### src/rtl/rv32i_types.sv
// Shared RV32I/M types: machine word, M-extension funct3 codes and divider state.
package rv32i_types;

  typedef logic [31:0] rv32i_word;

  typedef enum logic [2:0] {
    M_MUL    = 3'b000,
    M_MULH   = 3'b001,
    M_MULHSU = 3'b010,
    M_MULHU  = 3'b011,
    M_DIV    = 3'b100,
    M_DIVU   = 3'b101,
    M_REM    = 3'b110,
    M_REMU   = 3'b111
  } m_funct3_t;

  typedef enum logic [1:0] {
    IDLE = 2'd0,
    CALC = 2'd1,
    FIN  = 2'd2,
    DONE = 2'd3
  } div_state_t;

  localparam int unsigned DIV_ITERS = 32;

  // Read as unsigned, 32'h8000_0000 negates to itself, which is exactly 2^31.
  function automatic rv32i_word abs_word(input rv32i_word w, input logic sgn);
    return (sgn && w[31]) ? (~w + 32'd1) : w;
  endfunction

endpackage

### src/rtl/rv32m_divider_div_step.sv
// One radix-2 restoring division step: shift in a dividend bit, trial-subtract, restore.
module div_step
  import rv32i_types::*;
(
  input  logic [32:0] rem_in,
  input  logic [32:0] divisor,
  input  logic        dbit,
  output logic [32:0] rem_out,
  output logic        qbit
);

  logic [33:0] shifted;
  logic [33:0] trial;

  always_comb begin
    shifted = {rem_in, dbit};
    trial   = shifted - {1'b0, divisor};
    qbit    = ~trial[33];
    rem_out = qbit ? trial[32:0] : shifted[32:0];
  end

endmodule

### src/rtl/rv32m_divider.sv
// Iterative restoring divider for RV32M DIV/DIVU/REM/REMU with a fast path for
// divide-by-zero and signed overflow.
//
// state | meaning
// IDLE  | waiting for start; operands latched on acceptance
// CALC  | one restoring step per cycle, 32 cycles
// FIN   | sign correction, result registered
// DONE  | one-cycle done pulse, result valid
module rv32m_divider
  import rv32i_types::*;
#(
  parameter int WIDTH = 32
) (
  input  logic      clk,
  input  logic      rst,
  input  logic      start,
  input  logic      flush,
  input  logic [2:0] funct3,
  input  rv32i_word a,
  input  rv32i_word b,
  output logic      busy,
  output logic      done,
  output rv32i_word result
);

  localparam int unsigned CNT_W = $clog2(DIV_ITERS);
  localparam logic [CNT_W-1:0] CNT_LAST = CNT_W'(WIDTH - 1);

  div_state_t       state, state_nxt;
  logic [CNT_W-1:0] count;
  logic [32:0]      rem_q;
  logic [32:0]      dsr_q;
  rv32i_word        dvd_q;
  logic             neg_quo, neg_rem, is_rem_q;

  m_funct3_t op_in;
  logic      sgn_in, is_rem_in, b_zero, ovf, fast, accept;
  rv32i_word a_mag, b_mag, special, quo_fix, rem_fix;
  logic [32:0] step_rem;
  logic        step_q;

  always_comb begin
    op_in     = m_funct3_t'(funct3);
    sgn_in    = (op_in == M_DIV) || (op_in == M_REM);
    is_rem_in = (op_in == M_REM) || (op_in == M_REMU);
    a_mag     = abs_word(a, sgn_in);
    b_mag     = abs_word(b, sgn_in);
    b_zero    = (b == 32'd0);
    ovf       = sgn_in && (a == 32'h8000_0000) && (b == 32'hFFFF_FFFF);
    fast      = b_zero || ovf;
    accept    = (state == IDLE) && start && !flush;
    if (is_rem_in) special = b_zero ? a : 32'd0;
    else           special = b_zero ? 32'hFFFF_FFFF : 32'h8000_0000;
  end

  div_step u_step (
    .rem_in  (rem_q),
    .divisor (dsr_q),
    .dbit    (dvd_q[31]),
    .rem_out (step_rem),
    .qbit    (step_q)
  );

  // After the last step dvd_q has been fully replaced by quotient bits.
  always_comb begin
    quo_fix = neg_quo ? (~dvd_q + 32'd1) : dvd_q;
    rem_fix = neg_rem ? (~rem_q[31:0] + 32'd1) : rem_q[31:0];
  end

  always_comb begin
    state_nxt = state;
    if (flush) begin
      state_nxt = IDLE;
    end else begin
      case (state)
        IDLE: if (start) state_nxt = fast ? DONE : CALC;
        CALC: if (count == CNT_LAST) state_nxt = FIN;
        FIN:  state_nxt = DONE;
        DONE: state_nxt = IDLE;
        default: state_nxt = IDLE;
      endcase
    end
  end

  always_ff @(posedge clk or posedge rst) begin
    if (rst) state <= IDLE;
    else     state <= state_nxt;
  end

  always_ff @(posedge clk or posedge rst) begin
    if (rst) begin
      count    <= '0;
      rem_q    <= '0;
      dsr_q    <= '0;
      dvd_q    <= '0;
      neg_quo  <= 1'b0;
      neg_rem  <= 1'b0;
      is_rem_q <= 1'b0;
      result   <= '0;
    end else begin
      case (state)
        IDLE: begin
          if (accept) begin
            count    <= '0;
            rem_q    <= '0;
            dsr_q    <= {1'b0, b_mag};
            dvd_q    <= a_mag;
            neg_quo  <= sgn_in && (a[31] ^ b[31]);
            neg_rem  <= sgn_in && a[31];
            is_rem_q <= is_rem_in;
            if (fast) result <= special;
          end
        end
        CALC: begin
          if (!flush) begin
            rem_q <= step_rem;
            dvd_q <= {dvd_q[30:0], step_q};
            count <= count + 1'b1;
          end
        end
        FIN: begin
          if (!flush) result <= is_rem_q ? rem_fix : quo_fix;
        end
        default: ;
      endcase
    end
  end

  assign busy = (state == CALC) || (state == FIN);
  assign done = (state == DONE);

endmodule

### config.mk
export PLATFORM = sky130hd
export DESIGN_NAME = rv32m_divider
export DESIGN_NICKNAME = d
export VERILOG_FILES = /design/src/rtl/rv32i_types.sv /design/src/rtl/rv32m_divider_div_step.sv /design/src/rtl/rv32m_divider.sv
export SDC_FILE = /design/constraint.sdc
export NUM_CORES = 1
export LEC_CHECK = 0
export CORE_AREA = 2 2 137 172
export DETAILED_ROUTE_END_ITERATION = 8
export DIE_AREA = 0 0 139 174
export PLACE_DENSITY = 0.75
export SLEW_MARGIN = 20
export SYNTH_ARGS = -nofsm -noshare
export SYNTH_HDL_FRONTEND = slang
export SYNTH_SLANG_ARGS = --single-unit
### constraint.sdc
create_clock -name clk -period 8.45 [get_ports clk]
set_clock_uncertainty 0.05 [all_clocks]
set_input_delay 1.69 -clock clk [delete_from_list [all_inputs] [get_ports clk]]
set_output_delay 1.69 -clock clk [all_outputs]
set_load 0.02 [all_outputs]
[Word-level counts from Yosys, hierarchy flattened]
Index checks and enable logic that the tools add are counted.
Operators by class
  reduce and logical (&&, ||, !) cells: 20
  equal/unequal tests: 15
  add/subtract/negate cells: 6
  muxes and demuxes: 27
  bitwise operators: 6
Operator list (count)
  32-bit two-way mux: 12
  32-bit by 1-bit adder with 32-bit output (second input constant): 4
  32-bit NOT: 4
  32-bit one-hot mux with 2 select lines: 2
  33-bit two-way mux: 3
  33-bit one-hot mux with 2 select lines: 1
  32-bit equality test (second input constant): 2
  34-bit by 32-bit subtractor with 34-bit output: 1
  32-bit zero test: 1
  31-bit two-way mux: 1
  5-bit two-way mux: 2
  5-bit one-hot mux with 2 select lines: 1
  3-bit equality test (second input constant): 3
  2-bit two-way mux: 4
  2-bit inequality test (second input constant): 4
  2-bit one-hot mux with 4 select lines: 1
  1-bit logical AND: 7
  3-bit inequality test (second input constant): 2
  5-bit by 1-bit adder with 5-bit output (second input constant): 1
  5-bit equality test (second input constant): 1
  2-bit equality test (second input constant): 2
  1-bit logical OR: 4
  2-bit AND reduction: 2
  4-bit AND reduction: 1
  7 further kinds: 8
Storage, ports and cells
  input bits: 71
  output and inout bits: 34
  flip-flop bits (word level): 139

[Depth between registers and ports, before layout]
Gate-level depths: netlist of the first run.
  word-level depth: 9
  mapped depth: 13
  mapped depth without buffers: 13

[Cells and area by module]
From an unflattened synthesis of the first run, not the netlist that was laid out.
Unflattened totals
  cells, all modules: 1374
  area total of the unflattened synthesis: 11745.0 um^2
Modules (own cells, without submodules)
  rv32m_divider: sequential area each 3478.3 um^2, times used 1, area each 9370.2 um^2, cells each 1067
  div_step: sequential area each 0.0 um^2, times used 1, area each 2374.8 um^2, cells each 307

[Least setup slack after synthesis of the first run]
Ideal clock, no wire load.
  kind: input to register
  from: in b[0]
  to: reg result[17]
  required time: 8308 ps
  stages on the path: 12
  arrival time: 4206 ps
  slack: 4102 ps
  path through: inv_1 ha_1 or3b_4 nor4b_4 nand2_2 or4_4 or3_1 buf_6 nand2b_4 buf_12 o221ai_2 o31ai_2
On the way
  cells in the longest elaborated chain, start to end: 6
  elaborated cells between the ends (all ways): 12
  classes of those cells: eq/ne (2); mux (6); reduce/logical (4)
Ends and longest elaborated chain
  from (decl): RTL line rv32m_divider.sv:20  | input rv32i_word b,
  32-bit zero test: RTL line rv32m_divider.sv:48  | b_zero = (b == 32'd0);
  31-bit two-way mux / 32-bit two-way mux (equally long branches): RTL line rv32m_divider.sv:53, rv32m_divider.sv:52
  32-bit two-way mux: RTL line rv32m_divider.sv:52  | if (is_rem_in) special = b_zero ? a : 32'd0;
  32-bit two-way mux: RTL line rv32m_divider.sv:111  | if (fast) result <= special;
  32-bit two-way mux: RTL line rv32m_divider.sv:103  | if (accept) begin
  32-bit one-hot mux with 2 select lines: RTL line rv32m_divider.sv:101  | case (state)
  to (signal assigned): RTL line rv32m_divider.sv:111
  to (signal assigned): RTL line rv32m_divider.sv:122  | if (!flush) result <= is_rem_q ? rem_fix : quo_fix;
  to (decl): RTL line rv32m_divider.sv:23  | output rv32i_word result
Several ways; a longest one is shown, not always the timed one. The select of a mux whose other input is x is not followed.
A chain may end at the register's enable or synchronous reset.

[Final worst setup path of the first run]
  from: in funct3[2]
  to: reg result[31]
On the way
  cells in the longest elaborated chain, start to end: 7
  elaborated cells between the ends (all ways): 14
  classes of those cells: eq/ne (4); mux (4); reduce/logical (6)
Ends and longest elaborated chain
  from (decl): RTL line rv32m_divider.sv:18  | input logic [2:0] funct3,
  3-bit equality test, on equally long branches: RTL line rv32m_divider.sv:44, rv32m_divider.sv:45
  1-bit logical OR: RTL line rv32m_divider.sv:44  | sgn_in = (op_in == M_DIV) || (op_in == M_REM);
  1-bit logical AND (2 in a row): RTL line rv32m_divider.sv:49  | ovf = sgn_in && (a == 32'h8000_0000) && (b == 32'hFFFF_FFFF);
  1-bit logical OR: RTL line rv32m_divider.sv:50  | fast = b_zero || ovf;
  2-bit inequality test (no source line)
  4-bit AND reduction (no source line)
Several ways; a longest one is shown, not always the timed one. The select of a mux whose other input is x is not followed.

==> results.json, run 1 <==
{
  "slew_violations": 0,
  "power.share.combinational_pct": 60.0,
  "coreArea_sq_mm": 0.0227,
  "layout.core_utilization_pct": 56.9,
  "dr.pass1.iters": 5,
  "most-common-layout-cells": "186 x nand2_1, 165 x o21ai_0, 139 x dfrtp_1, 120 x a21oi_1, 104 x clkdlybuf4s50_1",
  "htreeDepth": 4,
  "worst_hold_path_type": "reg2reg",
  "floorplan.die.height_microns": 174,
  "max-slew-margin-rel_pct": 31.2,
  "cts_root_buffer": "clkbuf_16",
  "die-width_microns": 139,
  "synth_fp_nets": 1509,
  "synth-compound-area-share_pct": 25.8,
  "yosysUniqueCellTypes": 72,
  "share_clk_of_total_power_pct": 14.6,
  "path_max_fanout": 64,
  "dpl.cell_count": 1713,
  "sum_of_buffers_and_inverters_on_the_critical_path": 2,
  "synth.mux.area_fraction_pct": 2.51,
  "finalWeightedCongestion": 0.905,
  "routedWlPerCell_microns": 17.3,
  "internal_power_w": 0.00266,
  "syn-mean-instance-area_sq_um": 8.00,
  "synth.yosys.seq_area_share_pct": 31.2,
  "share_seq_of_total_power_pct": 25.3,
  "p_leak_nw": 5.37,
  "worstSetupEndpointType": "flip-flop",
  "routed-via-count": 10300,
  "asyncSetResetFlopFracSynth_pct": 100,
  "synth_top_flop_cell": "dfrtp_1",
  "buffer_ports.inserted": 104,
  "tightest_slew_ns": 1.03,
  "synth_area_sq_mm": 0.0111,
  "power_switching_share_pct": 47.9,
  "design.final.nets": 1560,
  "gr_overflow_total": 0,
  "pwr_density_cell_mw_per_mm2": 397,
  "die-area_sq_mm": 0.0242,
  "final.period_utilization_pct": 64.6,
  "initial_utilization_pct": 49.2,
  "yosysWarnings": 0,
  "clk_path_buf_depth": 2,
  "drive_above_1_share_pct": 5.77,
  "ctsHoldBuffers": 0,
  "arrival_time_worst_endpoint_ns": 5.72,
  "grt_first_pass_wirelength_microns": 49800,
  "rsz0062_at_grt": "false",
  "cts_inserted_buffers": 17,
  "timing.setup.critical_path_class": "in2reg",
  "outcome": "completed",
  "detail_route.wirelength_microns": 30200,
  "layout.cells.most_common": "nand2_1",
  "max_stage_delay_ns": 0.68,
  "syn2layout_area_growth_pct": 15.8,
  "grt_pass1_vias": 9865,
  "grt_start_max_net_pins": 92,
  "worst_path_max_delay_cell": "nor4_1",
  "achievable-frequency_mhz": 183,
  "ys_seq_elements": 139,
  "fin_crit_ns": 5.46,
  "avgViaCountPerCell": 5.92,
  "critical_path.cell_chain": "clkdlybuf4s50_1 > nor2b_1 > nand2_2 > nor2_1 > nand4_1 > nor4_1 > a31oi_1 > a2bb2oi_4 > buf_4 > o41ai_1",
  "number_of_flops_mapped_to_enable_cells_by_yosys": 0,
  "hold_viol_final": 0,
  "antenna_cells": 0,
  "number_of_max_cap_violations": 0,
  "post_cts.repair.setup_buffers": 0,
  "synth_top_family_by_area": "compound AO/OA/AOI/OAI gates",
  "yosys.area_share.simple_pct": 19.4,
  "grt_usage_pct": 25.1,
  "setup.worst_path.start_class": "input port",
  "clock_sink_count": 139,
  "yosys.area_share.adder_pct": 5.12,
  "worstSkewPairLatency_ns": 0.43,
  "std_cell_rows": 62,
  "cpLargestDelayFamily": "simple AND/OR/NAND/NOR gates",
  "place.detailed.hpwl_microns": 22700,
  "cts_resized": 0,
  "drt_iter0_markers": 806,
  "final_antenna_net_count": 0,
  "setup_tns_final_ns": 0,
  "io_pins": 105,
  "synth_xor_xnor_area_share_pct": 10.8,
  "required_ns": 8.72,
  "layout.cells.non_filler": 1745,
  "setup-violations-final": 0,
  "path_clk_slew_ns": 0.06,
  "netSwitchingPower_w": 0.00245,
  "postSynthCellCount": 1393,
  "vdd_ir_drop_max_v": 0.000252,
  "detailed_route_drc_error_count": 0,
  "tritoncts": "done",
  "antenna_found_initial": 0
}
Yosys cell counts, drive strengths merged (8+ instances only):
master	number	area, sq um
a211oi	8	60.1
o21a	11	82.6
o41ai	15	139
nor4	14	109
nor2	91	349
and2	10	62.6
xnor2	83	727
xor2	55	482
a21oi	120	601
nor3	24	120
clkbuf	71	267
ha	44	551
nand2	188	708
nand4	13	81.3
or3	20	125
inv	58	218
a221o	8	80.1
buf	10	78.8
a31oi	9	56.3
nor2b	8	50.1
a21o	19	143
mux2i	28	280
nand3	13	65.1
or4	16	131
and3	10	62.6
dfrtp	139	3480
o31ai	40	360
o21ai	180	901
nand2b	8	57.6
metal layers:
metal / wire (microns) / global-route usage (%)
met5: 0 / 0
met4: 685 / 8.84
met3: 1310 / 3.53
met2: 14700 / 43.1
met1: 13500 / 32.3
path summary, 6_finish.rpt:
check,from,to,slack [ns],cells past startpoint
setup / recovery,funct3[2],result[31],2.99,10
hold / removal,dsr_q[19],dsr_q[19],0.43,2
setup reg to reg,rem_q[3],rem_q[28],4.60,11
hold reg to reg,dsr_q[19],dsr_q[19],0.43,2
max in group asynchronous,rst,result[26],5.35,3
min in group asynchronous,rst,rem_q[1],1.68,2
state kept, by name (all words and copies together) (netlist names):
register	flops
count	5
dsr_q	32
dvd_q	32
is_rem_q	1
neg_quo	1
neg_rem	1
rem_q	33
result	32
state	2
per-stage QoR:
step	setup slack [ns]	hold WS, ns	cell area (sq um)	total power (W)
floorplan	2.99	0.400	11100	0.00359
global placement	2.39	0.411	12300	0.00428
detailed placement	2.28	0.420	12300	0.00434
CTS	2.71	0.433	12900	0.00510
global route	2.77	0.464	12900	0.00555
finish	2.99	0.426	12900	0.00512
cell type report:
| type | count | area [sq um] |
|---|---|---|
| clock inverters | 12 | 149 |
| well taps | 288 | 360 |
| inverters | 58 | 223 |
| flip-flops and latches | 139 | 3480 |
| multi-input cells | 1115 | 7140 |
| repair buffers | 113 | 1110 |
| clock buffers | 20 | 437 |
| fillers | 2085 | 9750 |
worst min-delay path, cell delays in order (launching register included):
cell and delay, ns:
dfrtp_1 0.34, nand2_1 0.04, o21ai_0 0.06
logic make-up after synthesis:
| logic type | count (synthesis) |
|---|---|
| flip-flops | 139 |
| buffers and inverters | 139 |
| AO/OA/AOI/OAI | 460 |
| XOR/XNOR | 138 |
| adder cells (fa/ha/maj) | 45 |
| multiplexers | 28 |
| AND/OR/NAND/NOR | 444 |
power by group through the flow:
stage	logic [W]	clock network (W)	registers, W
final	0.00307	0.000750	0.00130
after global routing	0.00343	0.000786	0.00134
after CTS	0.00306	0.000752	0.00129
after detailed placement	0.00304	0	0.00130
after global placement	0.00299	0	0.00128
after floorplan	0.00240	0	0.00119
No activity file was read; power rests on OpenSTA's default activity.
==> run 2, diff against run 1 <==
==> constraint.sdc (replaced) <==
create_clock -name clk -period 5.6 [get_ports clk]
set_clock_uncertainty 0.05 [all_clocks]
set_input_delay 1.12 -clock clk [delete_from_list [all_inputs] [get_ports clk]]
set_output_delay 1.12 -clock clk [all_outputs]
set_load 0.02 [all_outputs]
==> run 2 against run 1 <==
  * Power increased by 54%
  * Clock-buffer cell count up 1
  * Sequential power rose by 50%
  * Critical endpoint is now result[27]
  * First-iteration DRC count increased by 4.5%
  * Routed wire length increased by 1.5%
  * Clock power up 71%
  * Core utilization up 0.52 points
  * Via count is 0.68% higher
  * Combinational power rose by 52%
  * Sequential cell count unchanged
  * Critical path depth up 2
==> results.json, run 2 (synthesis gave the netlist of run 1 again) <==
{
  "post_cts.repair.setup_buffers": 0,
  "critPathLaunch": "b[1]",
  "final.fill_count": 2058,
  "required_ns": 5.92,
  "avgViaCountPerCell": 5.95,
  "layout.cells.non_filler": 1750,
  "drt_iter0_markers": 842,
  "routedWlPerCell_microns": 17.5,
  "multi_input_area_sq_mm": 0.00714,
  "largest_register_ffs": 33,
  "drive_above_1_share_pct": 6.22,
  "routed-via-count": 10400,
  "io_pins": 105,
  "gr_overflow_total": 0,
  "worstSetupEndpointType": "flip-flop",
  "power.share.combinational_pct": 59.1,
  "grt_start_max_net_pins": 103,
  "syn2layout_area_growth_pct": 16.8,
  "path_clk_slew_ns": 0.07,
  "worstSkewPairLatency_ns": 0.43,
  "setup_tns_final_ns": 0,
  "arrival_time_worst_endpoint_ns": 4.81,
  "htreeDepth": 4,
  "setup-violations-final": 0,
  "netSwitchingPower_w": 0.00373,
  "r2r_slack_ns": 1.75,
  "finalPower_w": 0.00789,
  "rsz0062_at_grt": "false",
  "cts_root_buffer": "clkbuf_16",
  "die-area_sq_mm": 0.0242,
  "buffer_ports.inserted": 104,
  "ff_latch_area_sq_mm": 0.00348,
  "tightest_slew_ns": 1.04,
  "path_max_fanout": 13,
  "floorplan.die.height_microns": 174,
  "whs_path_depth": 2,
  "max_stage_delay_ns": 0.59,
  "number_of_max_cap_violations": 0,
  "grt_usage_pct": 25.3,
  "slew_violations": 0,
  "detailed_route_drc_error_count": 0,
  "max_flop_register": "rem_q",
  "p_leak_nw": 5.44,
  "critical_path.cell_chain": "clkdlybuf4s50_1 > inv_1 > ha_1 > or3b_4 > nor4b_4 > nand2_2 > or4_4 > or3_1 > nand2b_4 > o21ai_0 > a211oi_1 > a21o_1",
  "detail_route.wirelength_microns": 30600,
  "outcome": "completed",
  "die-width_microns": 139,
  "dr.pass1.iters": 6,
  "coreArea_sq_mm": 0.0227,
  "rr_worst_depth": 11,
  "achievable-frequency_mhz": 223,
  "hold_viol_final": 0,
  "dpl.cell_count": 1718,
  "design.final.nets": 1565,
  "final.period_utilization_pct": 80.2,
  "max-slew-margin-rel_pct": 31.0,
  "worst_reg2reg_path_endpoint": "rem_q[18]",
  "most-common-layout-cells": "187 x nand2_1, 165 x o21ai_0, 139 x dfrtp_1, 120 x a21oi_1, 104 x clkdlybuf4s50_1",
  "layout.core_utilization_pct": 57.5,
  "clk_path_buf_depth": 2,
  "grt_pass1_vias": 9917,
  "internal_power_w": 0.00416,
  "share_seq_of_total_power_pct": 24.7,
  "clock_sink_count": 139,
  "cts_inserted_buffers": 17,
  "tritoncts": "done",
  "antenna_found_initial": 0,
  "place.detailed.hpwl_microns": 22900,
  "worst_path_max_delay_cell": "or3_1",
  "vdd_ir_drop_max_v": 0.000264,
  "worst_hold_path_type": "reg2reg",
  "fin_crit_ns": 4.49,
  "share_clk_of_total_power_pct": 16.2,
  "antenna_cells": 0,
  "power_switching_share_pct": 47.2,
  "worst_r2r_startpoint": "rem_q[3]",
  "finalWeightedCongestion": 0.910,
  "cts_resized": 0,
  "initial_utilization_pct": 49.2,
  "ctsHoldBuffers": 0,
  "final_antenna_net_count": 0,
  "grt_first_pass_wirelength_microns": 50200,
  "setup.worst_path.end": "result[27]",
  "layout.cells.most_common": "nand2_1",
  "pwr_density_cell_mw_per_mm2": 606,
  "setup.worst_path.start_class": "input port",
  "std_cell_rows": 62,
  "timing.setup.critical_path_class": "in2reg"
}
[run 2: cell types whose count changed in the layout (fill, tap and decap cells not counted)]
| cell | previous run | this run |
|---|---|---|
| buf_4 | 9 | 14 |
| bufinv_16 | 3 | 5 |
| nand2_1 | 186 | 187 |
| clkinvlp_4 | 4 | 2 |
| clkinv_2 | 4 | 3 |
| clkbuf_8 | 0 | 4 |
| nand2_2 | 2 | 1 |
| clkbuf_1 | 3 | 0 |
[run 2: routing by layer]
metal | wire (microns) | vias to the layer above | GRT usage, %
li1 | - | 5100 | -
met1 | 12900 | 4828 | 32.5
met2 | 14700 | 403 | 42.7
met3 | 2080 | 74 | 4.52
met4 | 1000 | 0 | 9.51
met5 | 0 | - | 0
[run 2: worst max-delay path: cells and delay by family]
kind                     cells  cell delay (ns)
AND/OR/NAND/NOR              6             2.41
buffers and inverters        2             0.56
adder cells (fa/ha/maj)      1             0.16
AO/OA/AOI/OAI                3             0.53
[run 2: power groups by stage]
stage / Clock [W] / Sequential, W / Combinational (W)
finish: 0.00128 / 0.00195 / 0.00466
global route: 0.00133 / 0.00202 / 0.00519
CTS: 0.00129 / 0.00194 / 0.00463
detailed placement: 0 / 0.00195 / 0.00459
global placement: 0 / 0.00193 / 0.00450
floorplan: 0 / 0.00179 / 0.00363
[run 2: worst min-delay path by stage]
stage / from / to / slack [ns]
2_1_floorplan: dsr_q[10] / dsr_q[10] / 0.40
3_3_place_gp: dsr_q[23] / dsr_q[23] / 0.41
3_5_place_dp: dsr_q[6] / dsr_q[6] / 0.42
4_1_cts: dsr_q[6] / dsr_q[6] / 0.43
5_1_grt: dsr_q[28] / dsr_q[28] / 0.45
6_report: dsr_q[6] / dsr_q[6] / 0.43
[run 2: cell type report]
type,instances,area share (%)
timing repair buffer,118,8.80
multi-input combinational,1115,54.9
inverter,58,1.71
tap,288,2.77
clock buffer,21,3.69
sequential,139,26.7
clock inverter,11,1.45
[run 2: stage by stage]
stage                     hold WS, ns  setup WS (ns)  instance area, sq um
after floorplan                 0.400          0.705                 11100
after global placement          0.412          0.835                 12300
after detailed placement        0.421          0.728                 12300
after CTS                       0.434           1.17                 13000
after global routing            0.451          0.926                 13000
final                           0.428           1.11                 13000
